$ cat config.mk
export PLATFORM = sky130hd
export DESIGN_NAME = ahb_to_apb_bridge
export DESIGN_NICKNAME = d
export VERILOG_FILES = /design/src/rtl/ahb_apb_pkg.sv /design/src/rtl/ahb_to_apb_bridge.sv
export SDC_FILE = /design/constraint.sdc
export NUM_CORES = 1
export LEC_CHECK = 0
export BUFFER_PORTS_ARGS = -buffer_cell sky130_fd_sc_hd__buf_2
export CORE_ASPECT_RATIO = 0.8
export CORE_MARGIN = 3
export CORE_UTILIZATION = 42
export CTS_BUF_LIST = sky130_fd_sc_hd__clkbuf_16
export DETAILED_ROUTE_END_ITERATION = 7
export PLACE_DENSITY = 0.74
export SLEW_MARGIN = 5
export SYNTH_ARGS = -nofsm -noshare
export SYNTH_HDL_FRONTEND = slang
export SYNTH_SLANG_ARGS = --single-unit
$ cat constraint.sdc
create_clock -name HCLK -period 3.5 [get_ports HCLK]
set_input_delay 0 -clock HCLK [delete_from_list [all_inputs] [get_ports HCLK]]
set_output_delay 0 -clock HCLK [all_outputs]
set_load 0.1 [all_outputs]
$ cat src/rtl/ahb_apb_pkg.sv
// ahb_apb_pkg
//   Shared types and constants for the AHB-Lite to APB3 bridge:
//   - state_t : bridge FSM state encoding
//   - HTRANS_* : AHB transfer type codes
//   - HRESP_*  : AHB response codes
package ahb_apb_pkg;

    typedef enum logic [2:0] {
        ST_IDLE   = 3'd0,
        ST_LATCH  = 3'd1,
        ST_SETUP  = 3'd2,
        ST_ACCESS = 3'd3,
        ST_DONE   = 3'd4,
        ST_ERR1   = 3'd5,
        ST_ERR2   = 3'd6
    } state_t;

    localparam logic [1:0] HTRANS_IDLE   = 2'b00;
    localparam logic [1:0] HTRANS_BUSY   = 2'b01;
    localparam logic [1:0] HTRANS_NONSEQ = 2'b10;
    localparam logic [1:0] HTRANS_SEQ    = 2'b11;

    localparam logic HRESP_OKAY  = 1'b0;
    localparam logic HRESP_ERROR = 1'b1;

endpackage

$ cat src/rtl/ahb_to_apb_bridge.sv
// ahb_to_apb_bridge
//   AHB-Lite slave that turns single AHB transfers into APB3 transfers,
//   one at a time. APB outputs are registered; AHB outputs are decoded
//   from the state register only (no PREADY/PRDATA -> AHB comb path).
//
// Ports
//   HCLK, HRESET            clock, synchronous active-high reset
//   HSEL, HADDR, HTRANS,    AHB address phase inputs
//   HWRITE, HREADY
//   HWDATA                  AHB write data (data phase)
//   HREADYOUT, HRESP,       AHB slave response
//   HRDATA
//   PSEL, PENABLE, PWRITE,  APB requester outputs
//   PADDR, PWDATA
//   PRDATA, PREADY, PSLVERR APB completer response
//   dbg_state               current FSM state, for observation only
//
// Handshake: an AHB transfer is taken when HSEL & HTRANS[1] & HREADY in a
// state that owns no pending transfer (IDLE, DONE, ERR2). An APB transfer
// completes on the ACCESS cycle where PREADY is high; PSLVERR is only
// meaningful in that cycle.
module ahb_to_apb_bridge
    import ahb_apb_pkg::*;
#(
    parameter int AW = 16,
    parameter int DW = 32
) (
    input  logic          HCLK,
    input  logic          HRESET,
    input  logic          HSEL,
    input  logic [31:0]   HADDR,
    input  logic [1:0]    HTRANS,
    input  logic          HWRITE,
    input  logic          HREADY,
    input  logic [DW-1:0] HWDATA,
    output logic          HREADYOUT,
    output logic          HRESP,
    output logic [DW-1:0] HRDATA,
    output logic          PSEL,
    output logic          PENABLE,
    output logic          PWRITE,
    output logic [AW-1:0] PADDR,
    output logic [DW-1:0] PWDATA,
    input  logic [DW-1:0] PRDATA,
    input  logic          PREADY,
    input  logic          PSLVERR,
    output state_t        dbg_state
);

    state_t state_q;
    state_t state_d;

    logic accept;
    logic can_accept;
    logic take;

    // Upper address bits and HTRANS[0] (SEQ vs NONSEQ) do not matter here.
    logic unused_inputs;
    assign unused_inputs = &{1'b0, HADDR[31:AW], HTRANS[0]};

    assign accept     = HSEL & HTRANS[1] & HREADY;
    assign can_accept = (state_q == ST_IDLE) || (state_q == ST_DONE) ||
                        (state_q == ST_ERR2);
    assign take       = accept & can_accept;

    always_comb begin
        state_d = state_q;
        case (state_q)
            ST_IDLE:   if (accept) state_d = ST_LATCH;
            ST_LATCH:  state_d = ST_SETUP;
            ST_SETUP:  state_d = ST_ACCESS;
            ST_ACCESS: if (PREADY) state_d = PSLVERR ? ST_ERR1 : ST_DONE;
            ST_DONE:   state_d = accept ? ST_LATCH : ST_IDLE;
            ST_ERR1:   state_d = ST_ERR2;
            ST_ERR2:   state_d = accept ? ST_LATCH : ST_IDLE;
            default:   state_d = ST_IDLE;
        endcase
    end

    always_ff @(posedge HCLK) begin
        if (HRESET) begin
            state_q <= ST_IDLE;
            PADDR   <= '0;
            PWRITE  <= 1'b0;
            PWDATA  <= '0;
            HRDATA  <= '0;
        end else begin
            state_q <= state_d;
            if (take) begin
                PADDR  <= HADDR[AW-1:0];
                PWRITE <= HWRITE;
            end
            // HWDATA is only valid in the first data-phase cycle.
            if (state_q == ST_LATCH && PWRITE) begin
                PWDATA <= HWDATA;
            end
            if (state_q == ST_ACCESS && PREADY && !PSLVERR && !PWRITE) begin
                HRDATA <= PRDATA;
            end
        end
    end

    assign HREADYOUT = can_accept;
    assign HRESP     = ((state_q == ST_ERR1) || (state_q == ST_ERR2)) ?
                       HRESP_ERROR : HRESP_OKAY;
    assign PSEL      = (state_q == ST_SETUP) || (state_q == ST_ACCESS);
    assign PENABLE   = (state_q == ST_ACCESS);
    assign dbg_state = state_q;

endmodule

==> qor.txt, run 1 <==
Crit path launch type: flop
Yosys cell types: 21
Required time of the critical path: 3750 ps
First-pass GRT wire length: 15400 um
Fillers: 629
Die width: 108 um
Row cnt: 29
Final setup skew: 8.15 ps
Max_slew headroom: 0.530
GRT Total Usage: 0.204
Final setup viols: 0
Crit. End Element: flop
Fin cells: 733
Synth top area share: 0.481
Die H: 87.6 um
WL/cell: 13.2 um
Worst-path cell chain: nand2_1, nor4_4, buf_4, mux2i_1
Starting Density: 0.436
Ys flop type: dfxtp_1
Synth warn: 0
Initial DRC count: 119
CTS tree: yes
P&R area growth vs syn: 58.0%
Max cap viols: 0
Max Slew Vio Count: 0
Placed cell area: 0.00439 sq mm
Final Cell Area: 0.00553 sq mm
Worst-path fanout max: 32
Antenna-violating nets left: 0
Final Hold Viols: 0
Layout Nets: 725
Final Wtd Congestion: 0.683
Leakage power: 2.42 nW
Ys async rst share: 0
Clock buffer depth: 2
Multi-input logic area: 0.00166 sq mm
Tcrit/Tclk final: 0.484
Status: completed
Slowest Stage Delay on Critical Path: 490 ps
Post-route core utilization: 0.689
Setup repair bufs after CTS: 0
Crit path max-delay family: flip-flops
Ant. Diodes: 0
Slowest CP cell: dfxtp_1
Most frequent cells after synthesis: nand2b_1 (98), dfxtp_1 (84), nand2_1 (65)
Peak VDD IR: 0.233 mV
Drc violations: 0
Worst hold path class: in2reg
Cell count after synthesis: 373
Worst path bufs/invs: 1
Cell type with the largest total area after synthesis: dfxtp_1
Synth Area per Inst: 9.38 sq um
HPWL after DPL: 5990 um
Fraction of layout cells with a size suffix above 1: 0.325
Largest net degree at the start of global routing: 62
Final wirelength: 9700 um
Initial antenna violation count: 0
Total clock sinks: 84
First-pass DRT Iterations: 4
PostCTS Resize Cnt: 0
Vias in the first global route: 3341
Fin crit period: 1690 ps
Top cells by area, synth: dfxtp_1 (48%), nand2b_1 (18%), mux2i_1 (14%)
CTS Hold Bufs: 83
# IOs: 193
Root Buffer: clkbuf_16
IO buf count: 175
DP Cell Count: 634
Top-count cell post-synth: nand2b_1
Area of the core: 0.00802 sq mm
Number of synthesized flops with an enable pin: 0
Fmax: 590 MHz
Gr ovfl total: 0
Syn_nets: 478
Actual slew at the worst max-slew pin: 704 ps
Pwr Density: 407 mW/mm^2
Drt via density: 4.55
Num CTS Buffers: 9
Critical path type: reg2reg
Setup TNS Final: 0 ps
Synthesis-stage register bit count: 84
RSZ-0062 raised after global routing: no
Total number of vias: 3337
H-Tree Depth: 3
DP Worst Slack: 1810 ps
Register area share after synthesis: 0.481
Clock latency on the worst-skew pair: 330 ps
Worst EP arrival: 1940 ps
Setup ws final: 1810 ps
Die footprint: 0.00947 sq mm
Sequential cell area: 0.00168 sq mm
Mapped cell area: 0.00350 sq mm
Worst-path clk slew: 70 ps
==> cell type report <==
cell class	count	share of cell area
Sequential cell	84	0.304
Clock buffer	9	0.0407
Timing Repair Buffer	262	0.314
Clock inverter	7	0.0149
Tap cell	108	0.0244
Inverter	1	0.000679
Multi-Input combinational cell	262	0.301
==> path summary, 6_finish.rpt <==
| check | slack, ps | end | startpoint | cells after the start |
|---|---|---|---|---|
| worst max-delay path | 1810 | HRDATA[14] | dbg_state[0] | 4 |
| worst min-delay path | 70 | PWDATA[2] | HRESET | 2 |
| worst max register to register | 1810 | HRDATA[14] | dbg_state[0] | 4 |
| worst min register to register | 450 | PWDATA[17] | PWDATA[17] | 2 |
==> logic make-up (layout without fill, tap and decap cells) <==
logic type | Yosys count | after routing | synth area share
AOI/OAI and AO/OA | 36 | 36 | 0.0529
buffers and inverters | 27 | 279 | 0.0440
DFF | 84 | 84 | 0.481
muxes | 49 | 49 | 0.140
and+or+nand+nor | 177 | 177 | 0.282
==> through the flow <==
stage,total power [mW],hold slack [ps]
2_1_floorplan,1.16,133
3_3_place_gp,1.22,241
3_5_place_dp,1.23,247
4_1_cts,2.28,61.0
5_1_grt,2.34,90.5
6_report,2.25,65.7
==> routing by layer <==
metal / global-route usage / share of wire / vias up
met1: 0.223 / 0.40 / 1522
met5: 0 / 0 / -
met2: 0.374 / 0.52 / 103
met4: 0.0791 / 0.016 / 0
met3: 0.0619 / 0.063 / 19
li1: - / - / 1693
==> sequential cells by signal, indices dropped and copies added, names as in the netlist <==
signal	flops
PWDATA	32
HRDATA	32
dbg_state	3
PWRITE	1
PADDR	16
==> cell usage in the layout, fill, tap and decap left out, types with 3 or more instances in the layout <==
cell / count
nand2_1: 65
dfxtp_1: 84
a21oi_1: 34
nor2_1: 3
clkbuf_16: 9
buf_2: 175
dlygate4sd3_1: 83
nand2b_1: 98
mux2i_1: 49
buf_4: 4
and2b_2: 3
==> where the power goes <==
part | internal, mW | switching (mW)
Clock | 0.564 | 0.405
Combinational | 0.140 | 0.166
Sequential | 0.966 | 0.00846
Power figures use the tool's default switching activity.
==> run 2: changes to the inputs <==
--- a/config.mk
+++ b/config.mk
@@ -5,10 +5,11 @@
 export SDC_FILE = /design/constraint.sdc
 export NUM_CORES = 1
 export LEC_CHECK = 0
+export ABC_AREA = 1
 export BUFFER_PORTS_ARGS = -buffer_cell sky130_fd_sc_hd__buf_2
 export CORE_ASPECT_RATIO = 0.8
 export CORE_MARGIN = 3
-export CORE_UTILIZATION = 42
+export CORE_UTILIZATION = 40
 export CTS_BUF_LIST = sky130_fd_sc_hd__clkbuf_16
 export DETAILED_ROUTE_END_ITERATION = 7
 export PLACE_DENSITY = 0.74
==> constraint.sdc (replaced) <==
create_clock -name HCLK -period 1.42 [get_ports HCLK]
set_input_delay 0 -clock HCLK [delete_from_list [all_inputs] [get_ports HCLK]]
set_output_delay 0 -clock HCLK [all_outputs]
set_load 0.1 [all_outputs]
==> run 2 against run 1 <==
The run now ends with negative hold slack left. Combinational power rose to 5.1 times the previous value. Worst setup slack got worse by 1700 ps. Via count grew 13%. Largest power group unchanged. Wire length up 3.7%. Critical path depth decreased by 1. Register-to-register slack lost 1700 ps. Critical path type is now reg2out. Total power increased to 2.7 times the previous value.
==> qor.txt, run 2 <==
Tcrit/Tclk final: 0.944
Drt via density: 4.38 (-3.7%)
Number of synthesized flops with an enable pin: 0 (unchanged)
Most frequent cells after synthesis: nor2_1 (168), nand2_1 (91), dfxtp_1 (84)
Crit. End Element: output port
Worst EP arrival: 1340 ps (-600 ps)
First-pass DRT Iterations: 4 (unchanged)
GRT Total Usage: 0.209 (+0.00422)
Commonest non-fill, non-tap cell in the layout: buf_2
Gr ovfl total: 0 (unchanged)
DP Worst Slack: 78.4 ps (-1730 ps)
Mapped cell area: 0.00342 sq mm (-2.1%)
Synthesis-stage register bit count: 84 (unchanged)
Ys async rst share: 0 (unchanged)
Slowest CP cell: buf_2
Crit path launch type: flop
Ant. Diodes: 0 (unchanged)
Cell type with the largest total area after synthesis: dfxtp_1
Final setup viols: 0 (unchanged)
Crit path max-delay family: buffers and inverters
Clock buffer depth: 2 (unchanged)
Max cap viols: 0 (unchanged)
H-Tree Depth: 3 (unchanged)
Final hold slack: -5.49 ps (-71.2 ps)
P&R area growth vs syn: 62.1%
Pwr Density: 1110 mW/mm^2 (+170%)
Largest regs: HRDATA: 32 flops, PWDATA: 32 flops, PADDR: 16 flops
Peak VDD IR: 0.704 mV (+200%)
Max Slew Vio Count: 0 (unchanged)
Critical path type: reg2out
Synth top area share: 0.491 (+0.0104)
Initial DRC count: 189 (+59%)
Drc violations: 0 (unchanged)
Clock latency on the worst-skew pair: 330 ps (about the same)
Area of the core: 0.00813 sq mm (+1.4%)
IO buf count: 175 (unchanged)
Layout Nets: 850 (+17%)
Die width: 109 um (+1.3%)
Final Hold Viols: 1 (+1)
CTS tree: yes
Die H: 88.8 um (+1.3%)
Root Buffer: clkbuf_16
Row cnt: 29 (unchanged)
Leakage power: 2.88 nW (+19%)
Yosys cell types: 20 (-4.8%)
Final wirelength: 10100 um (+3.7%)
Total Power: 6.14 mW (+170%)
Syn_nets: 592 (+24%)
Fin crit period: 1340 ps
Met1 global-route usage: 0.226 (+0.00297)
Largest net degree at the start of global routing: 44 (-29%)
Register area share after synthesis: 0.491 (+0.0104)
Die footprint: 0.00971 sq mm (+2.6%)
Status: finished, violations left
Final setup skew: 8.82 ps (+0.671 ps)
Most frequent cells in the layout: buf_2 (172), nor2_1 (166), nand2_1 (90), dlygate4sd3_1 (82), dfxtp_1 (80)
Synth warn: 0 (unchanged)
Worst hold path class: in2reg
Max_slew headroom: 0.666 (+0.137)
DP Cell Count: 758 (+20%)
Cell count after synthesis: 487 (+31%)
Placed cell area: 0.00444 sq mm (+1.1%)
Synth Area per Inst: 7.03 sq um (-25%)
Required time of the critical path: 1420 ps (-2330 ps)
Busiest grt layer: met2
Worst-path fanout max: 6 (-81%)
Vias in the first global route: 3572 (+6.9%)
Met2 usage: 0.377 (+0.00313)
RSZ-0062 raised after global routing: no
Worst-path clk slew: 60 ps (about the same)
Initial antenna violation count: 0 (unchanged)
Met3 Use GR: 0.0678 (+0.00593)
Actual slew at the worst max-slew pin: 504 ps (-200 ps)
WL/cell: 11.7 um (-11%)
Top cells by area, synth: dfxtp_1 (49%), nor2_1 (18%), nand2_1 (10%)
# IOs: 193 (unchanged)
Final Wtd Congestion: 0.836 (+22%)
Total number of vias: 3761 (+13%)
Starting Density: 0.421 (-0.0149)
HPWL after DPL: 6320 um (+5.5%)
Total clock sinks: 84 (unchanged)
Worst-path cell chain: inv_4, nor2_4, buf_2
Ys flop type: dfxtp_1
Final Cell Area: 0.00555 sq mm (+0.43%)
Setup ws final: 79.6 ps (-1730 ps)
Num CTS Buffers: 9 (unchanged)
Fmax: 746 MHz
Fraction of layout cells with a size suffix above 1: 0.319 (-0.00613)
Fin cells: 858 (+17%)
Slowest Stage Delay on Critical Path: 440 ps (-50 ps)
Worst path bufs/invs: 2 (+1)
First-pass GRT wire length: 16000 um (+4.2%)
Top-count cell post-synth: nor2_1
Failing checks: negative hold slack
Antenna-violating nets left: 0 (unchanged)
==> run 2: routing by layer <==
metal,wire [um],up-vias
li1,-,1955
met1,4010,1657
met2,5040,130
met3,800,19
met4,209,0
met5,0,-
==> run 2: worst paths after layout <==
path / startpoint / to / slack, ps / depth (start not counted)
hold reg to reg: HRDATA[2] / HRDATA[2] / 470 / 2
setup reg to reg: dbg_state[1] / HRDATA[0] / 100 / 8
hold / removal: PREADY / dbg_state[1] / -5 / 4
setup / recovery: dbg_state[1] / PSEL / 80 / 3
==> run 2: cell families (layout without fill, tap and decap cells) <==
group / count (synthesis) / count (layout) / share of synthesized area
AOI/OAI and AO/OA: 35 / 35 / 0.0515
and+or+nand+nor: 288 / 288 / 0.343
buffers and inverters: 80 / 343 / 0.114
DFF: 84 / 84 / 0.491
==> run 2: tightest hold or removal path: cells and delay by family <==
family | cells | cell delay, ps
buffers and inverters | 2 | 130
AO/OA/AOI/OAI | 1 | 80
AND/OR/NAND/NOR | 1 | 80
==> run 2: layout make-up <==
cell class                      instances  area, sq um
Clock buffer                            9          225
Clock inverter                          7         45.0
Fill cell                             652         2580
Inverter                               57          220
Multi-Input combinational cell        323         1380
Sequential cell                        84         1690
Tap cell                              108          135
Timing Repair Buffer                  270         1860
==> run 2: through the flow <==
step                setup TNS [ps]   util
CTS                              0  0.681
global placement                 0  0.546
global route                     0  0.683
finish                           0  0.683
floorplan                   -17640      -
detailed placement               0  0.546
==> run 2: timing repair <==
action / 4_1_cts / 5_1_grt
hold buffers: 83 / 0
resized for setup: 0 / 3
endpoints found under the setup margin: 0 / 25
endpoints found under the hold margin: 83 / 0
buffers inserted: 0 / 2
==> run 2: power by group <==
group | switching (mW) | internal, mW | total (mW)
registers | 0.0574 | 2.44 | 2.50
clock network | 0.899 | 1.17 | 2.07
logic | 1.09 | 0.477 | 1.57
total | 2.05 | 4.09 | 6.14
